$ cat src/rtl/memory_pkg.sv
// Shared types and constants for the dual-port memory with power-on clear.
package memory_pkg;
  typedef enum logic {
    INIT  = 1'b0,
    READY = 1'b1
  } state_t;

  localparam int RD_LAT_MIN = 1;
  localparam int RD_LAT_MAX = 2;
endpackage

$ cat src/rtl/memory_rd_pipe.sv
// Read-return pipeline: carries read data and its valid through READ_LATENCY register stages.
module memory_rd_pipe #(
  parameter int DATA_WIDTH   = 8,
  parameter int READ_LATENCY = 1
) (
  input  logic                  clk,
  input  logic                  rst,
  input  logic                  in_valid,
  input  logic [DATA_WIDTH-1:0] in_data,
  output logic                  out_valid,
  output logic [DATA_WIDTH-1:0] out_data
);
  localparam int STAGES = READ_LATENCY - 1;

  logic [STAGES:0]                 vld_pipe;
  logic [STAGES:0][DATA_WIDTH-1:0] dat_pipe;

  // Data stages load only behind a valid, so the last stage holds between reads.
  always_ff @(posedge clk) begin
    if (rst) begin
      vld_pipe <= '0;
      dat_pipe <= '0;
    end else begin
      vld_pipe[0] <= in_valid;
      if (in_valid) dat_pipe[0] <= in_data;
      for (int i = 1; i <= STAGES; i++) begin
        vld_pipe[i] <= vld_pipe[i-1];
        if (vld_pipe[i-1]) dat_pipe[i] <= dat_pipe[i-1];
      end
    end
  end

  assign out_valid = vld_pipe[STAGES];
  assign out_data  = dat_pipe[STAGES];
endmodule

$ cat src/rtl/memory_dp.sv
// Simple dual-port RAM (one write, one read port) that self-clears after reset
// before accepting requests; configurable read latency and collision policy.
module memory_dp
  import memory_pkg::*;
#(
  parameter int DATA_WIDTH   = 8,
  parameter int ADDR_WIDTH   = 5,
  parameter int READ_LATENCY = 1,
  parameter int BYPASS       = 1
) (
  input  logic                  clk,
  input  logic                  rst,
  input  logic                  wr_en,
  input  logic [ADDR_WIDTH-1:0] wr_addr,
  input  logic [DATA_WIDTH-1:0] wr_data,
  input  logic                  rd_en,
  input  logic [ADDR_WIDTH-1:0] rd_addr,
  output logic [DATA_WIDTH-1:0] rd_data,
  output logic                  rd_valid,
  output logic                  busy
);
  localparam int DEPTH = 2 ** ADDR_WIDTH;
  localparam logic [ADDR_WIDTH-1:0] LAST_ADDR = ADDR_WIDTH'(DEPTH - 1);

  generate
    if (READ_LATENCY != RD_LAT_MIN && READ_LATENCY != RD_LAT_MAX) begin : g_bad_lat
      $error("memory_dp: READ_LATENCY must be 1 or 2");
    end
  endgenerate

  state_t                  state, state_nxt;
  logic [ADDR_WIDTH-1:0]   clr_addr, clr_nxt;
  logic                    rd_req;
  logic [DATA_WIDTH-1:0]   rd_word;
  logic [DATA_WIDTH-1:0]   mem [DEPTH];

  always_ff @(posedge clk) begin
    if (rst) begin
      state    <= INIT;
      clr_addr <= '0;
    end else begin
      state    <= state_nxt;
      clr_addr <= clr_nxt;
    end
  end

  // Clear counter parks at the last address rather than wrapping.
  always_comb begin
    state_nxt = state;
    clr_nxt   = clr_addr;
    busy      = 1'b0;
    rd_req    = 1'b0;
    case (state)
      INIT: begin
        busy = 1'b1;
        if (clr_addr == LAST_ADDR) state_nxt = READY;
        else                       clr_nxt   = clr_addr + ADDR_WIDTH'(1);
      end
      READY: rd_req = rd_en;
      default: state_nxt = INIT;
    endcase
  end

  always_ff @(posedge clk) begin
    if (!rst) begin
      if (state == INIT) mem[clr_addr] <= '0;
      else if (wr_en)    mem[wr_addr]  <= wr_data;
    end
  end

  // Data is captured at the request edge, so later writes never leak into it.
  assign rd_word = (BYPASS != 0 && wr_en && wr_addr == rd_addr) ? wr_data : mem[rd_addr];

  memory_rd_pipe #(
    .DATA_WIDTH  (DATA_WIDTH),
    .READ_LATENCY(READ_LATENCY)
  ) u_rd_pipe (
    .clk      (clk),
    .rst      (rst),
    .in_valid (rd_req),
    .in_data  (rd_word),
    .out_valid(rd_valid),
    .out_data (rd_data)
  );
endmodule

$ cat config.mk
export PLATFORM = sky130hd
export DESIGN_NAME = memory_dp
export DESIGN_NICKNAME = d
export VERILOG_FILES = /design/src/rtl/memory_pkg.sv /design/src/rtl/memory_rd_pipe.sv /design/src/rtl/memory_dp.sv
export SDC_FILE = /design/constraint.sdc
export NUM_CORES = 1
export LEC_CHECK = 0
export CAP_MARGIN = 20
export CORE_MARGIN = 10
export CORE_UTILIZATION = 30
export DETAILED_ROUTE_END_ITERATION = 8
export PLACE_DENSITY = 0.5
export SLEW_MARGIN = 20
export SYNTH_ARGS = -nofsm -noshare
export SYNTH_HDL_FRONTEND = slang
export SYNTH_SLANG_ARGS = --single-unit
export TNS_END_PERCENT = 50
$ cat constraint.sdc
create_clock -name clk -period 3 [get_ports clk]
set_input_delay 0.3 -clock clk [delete_from_list [all_inputs] [get_ports clk]]
set_output_delay 0.3 -clock clk [all_outputs]
set_load 0.1 [all_outputs]
# == Word level (Yosys, flattened, before mapping) ==
# Memory sizes are Yosys's and may differ from the RTL's. A register that Yosys moved wholly into a read port is not among the register bits.
# Cells that the tools add are included.
# totals
regBits,7
n_memories,1
elab_cells,23
ram_bits,256
# memory_table
name,depth,word_bits,rd,rd_ports_with_merged_regs,wr,line_no,text
mem,32,8,1,1,1,memory_dp.sv:35,logic [DATA_WIDTH-1:0] mem [DEPTH];
# classes
bitwise_logic,2
muxes,13
eq_ne,1
addsub,1
n_reduce_logical,2
# op_table
op,count
2-to-1 mux 1 bit,11
2-to-1 mux 8 bit,1
OR reduction 8 bit,1
"adder 5 x 1 -> 5 bit, second input constant",1
"== test 5 bit, second input constant",1
2-to-1 mux 5 bit,1
NOT 1 bit,2
AND reduction 2 bit,1

# == Longest topological paths before layout ==
# Gate-level depths: netlist (run 1).
# depth
depth_word,6
mapped_depth,9
ltp_nobuf,7

# == By module ==
# From an unflattened synthesis (run 1), not the netlist that was laid out.
# hier_totals
cells_unflattened,618
area_unflattened_um2,11162.0
# by_module_without_submodules
module,area_per_inst_um2,seq_area_each_um2,n_inst,cells_per_inst
memory_dp,10849.2,7807.5,1,590
memory_rd_pipe,312.8,180.2,1,28

# == Worst setup path before layout (run 1) ==
# Ideal clock, no wire load.
# synth_path
path_kind,reg2reg
startpoint,register state
endpoint,"register u_rd_pipe.dat_pipe (netlist bit u_rd_pipe.out_data[2]), read port of mem"
path_slack_ps,414
path_buffers,2
arrival_ps,2459
stages_incl_launch_ff,9
cell_sequence,dfxtp_1 -> buf_6 -> inv_1 -> a21oi_1 -> mux2_2 -> or4_1 -> buf_6 -> o21ai_4 -> o21ai_0
# synth_via
elab_chain_cells,1
# synth_rtl
item,line_no,text
start: declaration,memory_dp.sv:31,"state_t state, state_nxt;"
start signal: assignment,memory_dp.sv:42,state <= state_nxt;
2-to-1 mux 1 bit,memory_dp.sv:53,case (state)
end: declaration,memory_rd_pipe.sv:16,logic [STAGES:0][DATA_WIDTH-1:0] dat_pipe;
# Every way passes these cells.
# A chain may end at the register's enable or synchronous reset.

==> results of run 1 <==
==> worst max-delay path: cells and delay by family <==
family | cells | cell delay, ns
AO/OA/AOI/OAI | 2 | 0.48
XOR/XNOR | 1 | 0.08
buffers and inverters | 2 | 0.69
multiplexers | 1 | 0.24
AND/OR/NAND/NOR | 2 | 1.04
==> layout make-up <==
class                   instances  area (um^2)  area share
repair buffers                 89          771      0.0596
flip-flops and latches        271         7990       0.617
clock buffers                  44          792      0.0612
clock inverters                 7         32.5     0.00251
multi-input cells             307         2780       0.214
well taps                     461          577      0.0446
inverters                       1         3.75    0.000290
==> report_power, final <==
part           leakage [nW]  switching, mW  internal (mW)
registers              2.14         0.0112           4.11
clock network         0.397           1.33           1.80
logic                  1.39          0.194          0.150
total                  3.93           1.54           6.05
==> cell usage in the layout, fill, tap and decap left out, types with 5 or more instances in the layout <==
cell               n
edfxtp_1         256
buf_4             64
mux2i_1           52
nor2_1            51
nand2_1           48
mux4_2            48
clkbuf_16         29
clkdlybuf4s50_1   18
a22oi_1           15
dfxtp_1           15
clkbuf_1          14
o21ai_0           13
and2_1             9
mux2_2             8
a21oi_1            6
o31a_1             6
nor2b_1            5
nand4_1            5
clkinv_1           5
buf_12             5
==> through the flow <==
| stage | area, um^2 | std cells | total power [mW] | hold WS, ns |
|---|---|---|---|---|
| 2_1_floorplan | 10900 | 609 | 4.40 | 0.495 |
| 3_3_place_gp | 12100 | 1129 | 4.54 | 0.528 |
| 3_5_place_dp | 12100 | 1129 | 4.54 | 0.548 |
| 4_1_cts | 12900 | 1180 | 7.67 | 0.561 |
| 5_1_grt | 12900 | 1180 | 7.87 | 0.586 |
| 6_report | 12900 | 1180 | 7.59 | 0.563 |
==> routing by layer <==
metal,routed length (um),part of all wire,vias up
met1,12600,0.47,3037
met2,12400,0.46,183
met3,1230,0.046,38
met4,476,0.018,0
li1,-,-,2586
met5,0,0,-
==> registers in the layout (all words and copies together), names as in the netlist <==
signal               flops
mem                    256
u_rd_pipe.out_valid      1
state                    1
clr_addr                 5
u_rd_pipe.out_data       8
==> cells in the mapped netlist (all sizes together), types with 4 or more instances <==
cell type	instances
edfxtp	256
mux2i	53
nor2	51
mux4	48
nand2	48
o21ai	16
a22oi	15
buf	15
clkbuf	15
dfxtp	15
and2	9
mux2	8
a21oi	6
o31a	6
nand4	5
nor2b	5
nand2b	4
nor3	4
xor2	4
==> final timing paths <==
kind,start,endpoint,slack (ns),cells after the start
setup / recovery,rst,u_rd_pipe.out_data[2],0.56,8
hold / removal,clr_addr[1],clr_addr[1],0.56,2
setup reg to reg,state,u_rd_pipe.out_data[2],0.61,7
hold reg to reg,clr_addr[1],clr_addr[1],0.56,2
==> logic make-up (layout without fill, tap and decap cells) <==
group	after synthesis	after routing	share of synthesized area
AO/OA/AOI/OAI	54	54	0.0346
multiplexers	109	109	0.157
flip-flops	271	271	0.732
adder cells (fa/ha/maj)	2	2	0.00229
buffers and inverters	31	141	0.0139
XOR/XNOR	7	7	0.00562
AND/OR/NAND/NOR	135	135	0.0547
==> results.py, run 1 <==
metrics = {
    "status": {
        "status": "finished, final reports clean",
    },
    "clock_network": {
        "cts_sinks": 271,
        "htree_levels": 1,
        "post_cts_buffers": 0,
        "clk_latency_ns": 0.53,
        "clk_path_buf_depth": 3,
        "numCtsBuffers": 28,
        "cts_tree": "built",
        "cts_root_buf": "clkbuf_16",
        "cts_hold_buf": 0,
        "ctsResizeCount": 0,
        "clk_pin_slew_worst_paths_ns": 0.06,
    },
    "synth": {
        "ys_ff_latch": 271,
        "async_flop_share": 0,
        "ys_warn_count": 0,
        "synth_top_area_frac": 0.704,
        "synth-main-ff-cell": "edfxtp_1",
        "syn_area_um2": 10900,
        "avgSynthCellArea_um2": 17.9,
        "yosysTopAreaCell": "edfxtp_1",
        "seq_area_frac_synth": 0.732,
        "synthTopCellsByArea": "edfxtp_1 (70%), mux4_2 (9.9%), mux2i_1 (4.8%)",
        "synth_edf_count": 256,
        "netlist_instances": 609,
        "ys_types": 39,
        "syn_nets": 633,
    },
    "floorplan": {
        "die_h_um": 211,
        "rows": 69,
        "start_util": 0.305,
        "core_area_um2": 35700,
        "dieWidth_um": 211,
        "dieArea_um2": 44400,
        "ios": 32,
    },
    "global_routing": {
        "overflow": 0,
        "grtUsageMet2": 0.190,
        "grt_pass1_vias": 5970,
        "gr-usage-met1": 0.172,
        "antenna_found_initial": 0,
        "grt_usage": 0.121,
        "grt_busiest_layer": "met2",
        "grt_pass1_wl_um": 40200,
        "grtUsageMet3": 0.0147,
        "grt_max_degree": 34,
    },
    "final_layout": {
        "post-route-util": 0.362,
        "num_antenna_cells": 0,
        "fillers": 3320,
        "flow.area_growth_from_synthesis_pct": 18.5,
        "final_layout_size_suffix_gt1_frac": 0.225,
        "fin_nets": 722,
    },
    "critical_path": {
        "worstSetupStartpointType": "input port",
        "crit_fanout": 19,
        "critical-path-max-stage-delay_ns": 0.63,
        "crit_type": "input port to register",
        "worstPathCellList": "clkdlybuf4s50_1 > and3b_1 > buf_12 > mux2i_4 > xnor2_1 > or4_1 > o21ai_4 > o21ai_0",
        "critPathSlowestCell": "or4_1",
        "worst_setup_path_end_kind": "register",
        "arrival_ns": 2.84,
        "cp.required_ns": 3.41,
    },
    "placement": {
        "numPortBuffers": 31,
        "place_worst_setup_slack_ns": 0.0554,
        "dp_hpwl_um": 17900,
        "gp_congestion": 0.819,
    },
    "detailed_routing": {
        "vias": 5844,
        "drc": 0,
        "wirelength_um": 26700,
        "ant_nets": 0,
        "wire_per_inst_um": 22.6,
        "drtPass1Iterations": 5,
        "via_per_inst": 4.95,
        "drtIter0Drc": 547,
    },
    "pwr": {
        "p_leak_nw": 3.93,
        "peakVddDrop_uv": 446,
        "p_per_area_nw_per_um2": 587,
    },
    "sta": {
        "rsz0062_at_grt": "false",
        "timing.fmax_mhz": 410,
        "skew_ns": 0.0118,
        "max-slew-margin-rel": 0.453,
        "timing.final.crit_period_ns": 2.44,
        "setup_viol": 0,
        "hold_violations": 0,
        "tightest_slew_ns": 0.817,
        "fin_crit_sh": 0.813,
        "report.final.slew_viol_count": 0,
        "fin_ws_ns": 0.561,
        "fin_tns_setup_ns": 0,
    },
    "hold_path": {
        "hp-class": "register to register",
    },
    "job": {
        "cap_violations": 0,
    },
}
Note: power is estimated with default switching activity, not from simulation.
==> inputs of run 2 (changes only) <==
==> constraint.sdc (replaced) <==
create_clock -name clk -period 2.3 [get_ports clk]
set_input_delay 0.23 -clock clk [delete_from_list [all_inputs] [get_ports clk]]
set_output_delay 0.23 -clock clk [all_outputs]
set_load 0.1 [all_outputs]
==> results.py, run 2 (synthesized netlist as in run 1, its figures left out) <==
metrics = {
    "placement": {
        "numPortBuffers": 31,
        "dp_hpwl_um": 19500,
        "gp_congestion": 0.832,
        "postPlaceCellArea_um2": 12600,
    },
    "floorplan": {
        "start_util": 0.305,
        "rows": 69,
        "dieArea_um2": 44400,
        "ios": 32,
        "core_area_um2": 35700,
        "dieWidth_um": 211,
        "die_h_um": 211,
    },
    "sta": {
        "rsz0062_at_grt": "false",
        "fin_tns_setup_ns": 0,
        "setup_viol": 0,
        "max-slew-margin-rel": 0.575,
        "fin_crit_sh": 0.959,
        "tightest_slew_ns": 0.635,
        "skew_ns": 0.00769,
        "hold_violations": 0,
        "timing.final.crit_period_ns": 2.21,
        "report.final.slew_viol_count": 0,
        "timing.fmax_mhz": 453,
    },
    "detailed_routing": {
        "ant_nets": 0,
        "drc": 0,
        "drtPass1Iterations": 5,
        "via_per_inst": 4.84,
        "wirelength_um": 27400,
        "wire_per_inst_um": 22.4,
        "drtIter0Drc": 525,
        "vias": 5936,
    },
    "pwr": {
        "p_per_area_nw_per_um2": 773,
        "swShare": 0.204,
        "switchingPower_mw": 2.13,
        "clkPwrFrac": 0.440,
        "p_int_mw": 8.31,
        "seq_power_share": 0.514,
        "combPwrFrac": 0.046,
        "peakVddDrop_uv": 472,
        "p_leak_nw": 4.25,
    },
    "job": {
        "cap_violations": 0,
    },
    "global_routing": {
        "grt_pass1_wl_um": 41300,
        "overflow": 0,
        "antenna_found_initial": 0,
        "grt_max_degree": 26,
        "grt_pass1_vias": 6287,
        "grt_usage": 0.124,
    },
    "final_layout": {
        "layout_commonest_cell": "edfxtp_1",
        "num_antenna_cells": 0,
        "final_layout_size_suffix_gt1_frac": 0.289,
        "fillers": 3310,
        "flow.area_growth_from_synthesis_pct": 23.7,
        "seqCellArea_um2": 7990,
        "largest_reg_flops": 256,
        "multi_input_area_um2": 2780,
        "fin_nets": 767,
        "final_cell_mix": "edfxtp_1 (256), buf_4 (101), mux2i_1 (52)",
        "regMostFlops": "mem",
        "post-route-util": 0.378,
        "final_cell_area_um2": 13500,
    },
    "critical_path": {
        "worst_setup_path_end_kind": "register",
        "critPathSlowestCell": "or4_1",
        "crit_fanout": 9,
        "cp.required_ns": 2.72,
        "worstSetupStartpointType": "register",
        "crit_type": "register to register",
        "crit_top_cell": "buf_4",
        "critical-path-max-stage-delay_ns": 0.53,
        "worstPathCellList": "buf_4 > and3_1 > a21oi_1 > mux2_2 > or4_1 > buf_4 > o21ai_4 > o21ai_0",
        "arrival_ns": 2.63,
    },
    "clock_network": {
        "numCtsBuffers": 28,
        "clk_latency_ns": 0.55,
        "post_cts_buffers": 0,
        "htree_levels": 1,
        "cts_root_buf": "clkbuf_16",
        "cts_tree": "built",
        "cts_sinks": 271,
        "clk_pin_slew_worst_paths_ns": 0.06,
        "clk_path_buf_depth": 3,
    },
    "hold_path": {
        "hp-class": "input port to register",
    },
    "status": {
        "status": "finished, final reports clean",
    },
}
==> run 2: cell types whose count changed in the layout (fill, tap and decap cells not counted), moves of 4 or more <==
cell / previous run / this run
buf_4: 64 / 101
clkbuf_1: 14 / 4
buf_12: 5 / 13
clkinv_2: 1 / 7
bufinv_16: 0 / 4
==> run 2: stage by stage <==
stage | instances | hold WS, ns | worst slack, ns | power [mW]
2_1_floorplan | 609 | 0.481 | -0.110 | 5.74
3_3_place_gp | 1174 | 0.546 | -0.354 | 5.94
3_5_place_dp | 1174 | 0.572 | -0.350 | 5.95
4_1_cts | 1226 | 0.403 | 0.0683 | 10.6
5_1_grt | 1226 | 0.446 | 0.0135 | 10.8
6_report | 1226 | 0.408 | 0.0946 | 10.4
==> run 2: layout make-up <==
cell class | instances | share of cell area
clock buffer | 33 | 0.0549
clock inverter | 19 | 0.0146
inverter | 1 | 0.000556
multi-input combinational | 307 | 0.206
sequential | 271 | 0.592
tap | 461 | 0.0427
timing repair buffer | 134 | 0.0895
==> run 2: repair_timing <==
item                       in CTS  in global routing
hold buffers                    0                  0
setup endpoints to repair       1                 15
pin swaps                       0                  1
gates resized for setup         1                  5
==> run 2: final timing paths <==
path / from / end / slack, ns / depth (start not counted)
max reg2reg: state / u_rd_pipe.out_data[3] / 0.09 / 8
min reg2reg: clr_addr[1] / clr_addr[1] / 0.58 / 2
min: rd_addr[3] / u_rd_pipe.out_data[3] / 0.41 / 5
max: state / u_rd_pipe.out_data[3] / 0.09 / 8
==> run 2: per-layer routing <==
metal,track usage,vias up,share of wire
li1,-,2688,-
met1,0.175,3049,0.47
met2,0.197,173,0.46
met3,0.0211,26,0.056
met4,0.0265,0,0.013
met5,0,-,0
==> run 2: critical path, delay by kind of cell (launching register included) <==
family	cells	cell delay (ns)
compound gates	3	0.42
buf+inv	2	0.35
flops	1	0.37
mux	1	0.27
simple gates	2	0.68
==> run 2: power by group through the flow <==
stage / logic (mW) / registers (mW) / clock network (mW)
5_1_grt: 0.514 / 5.37 / 4.91
3_3_place_gp: 0.475 / 5.47 / 0
3_5_place_dp: 0.481 / 5.47 / 0
6_report: 0.480 / 5.37 / 4.60
2_1_floorplan: 0.270 / 5.47 / 0
4_1_cts: 0.482 / 5.37 / 4.71
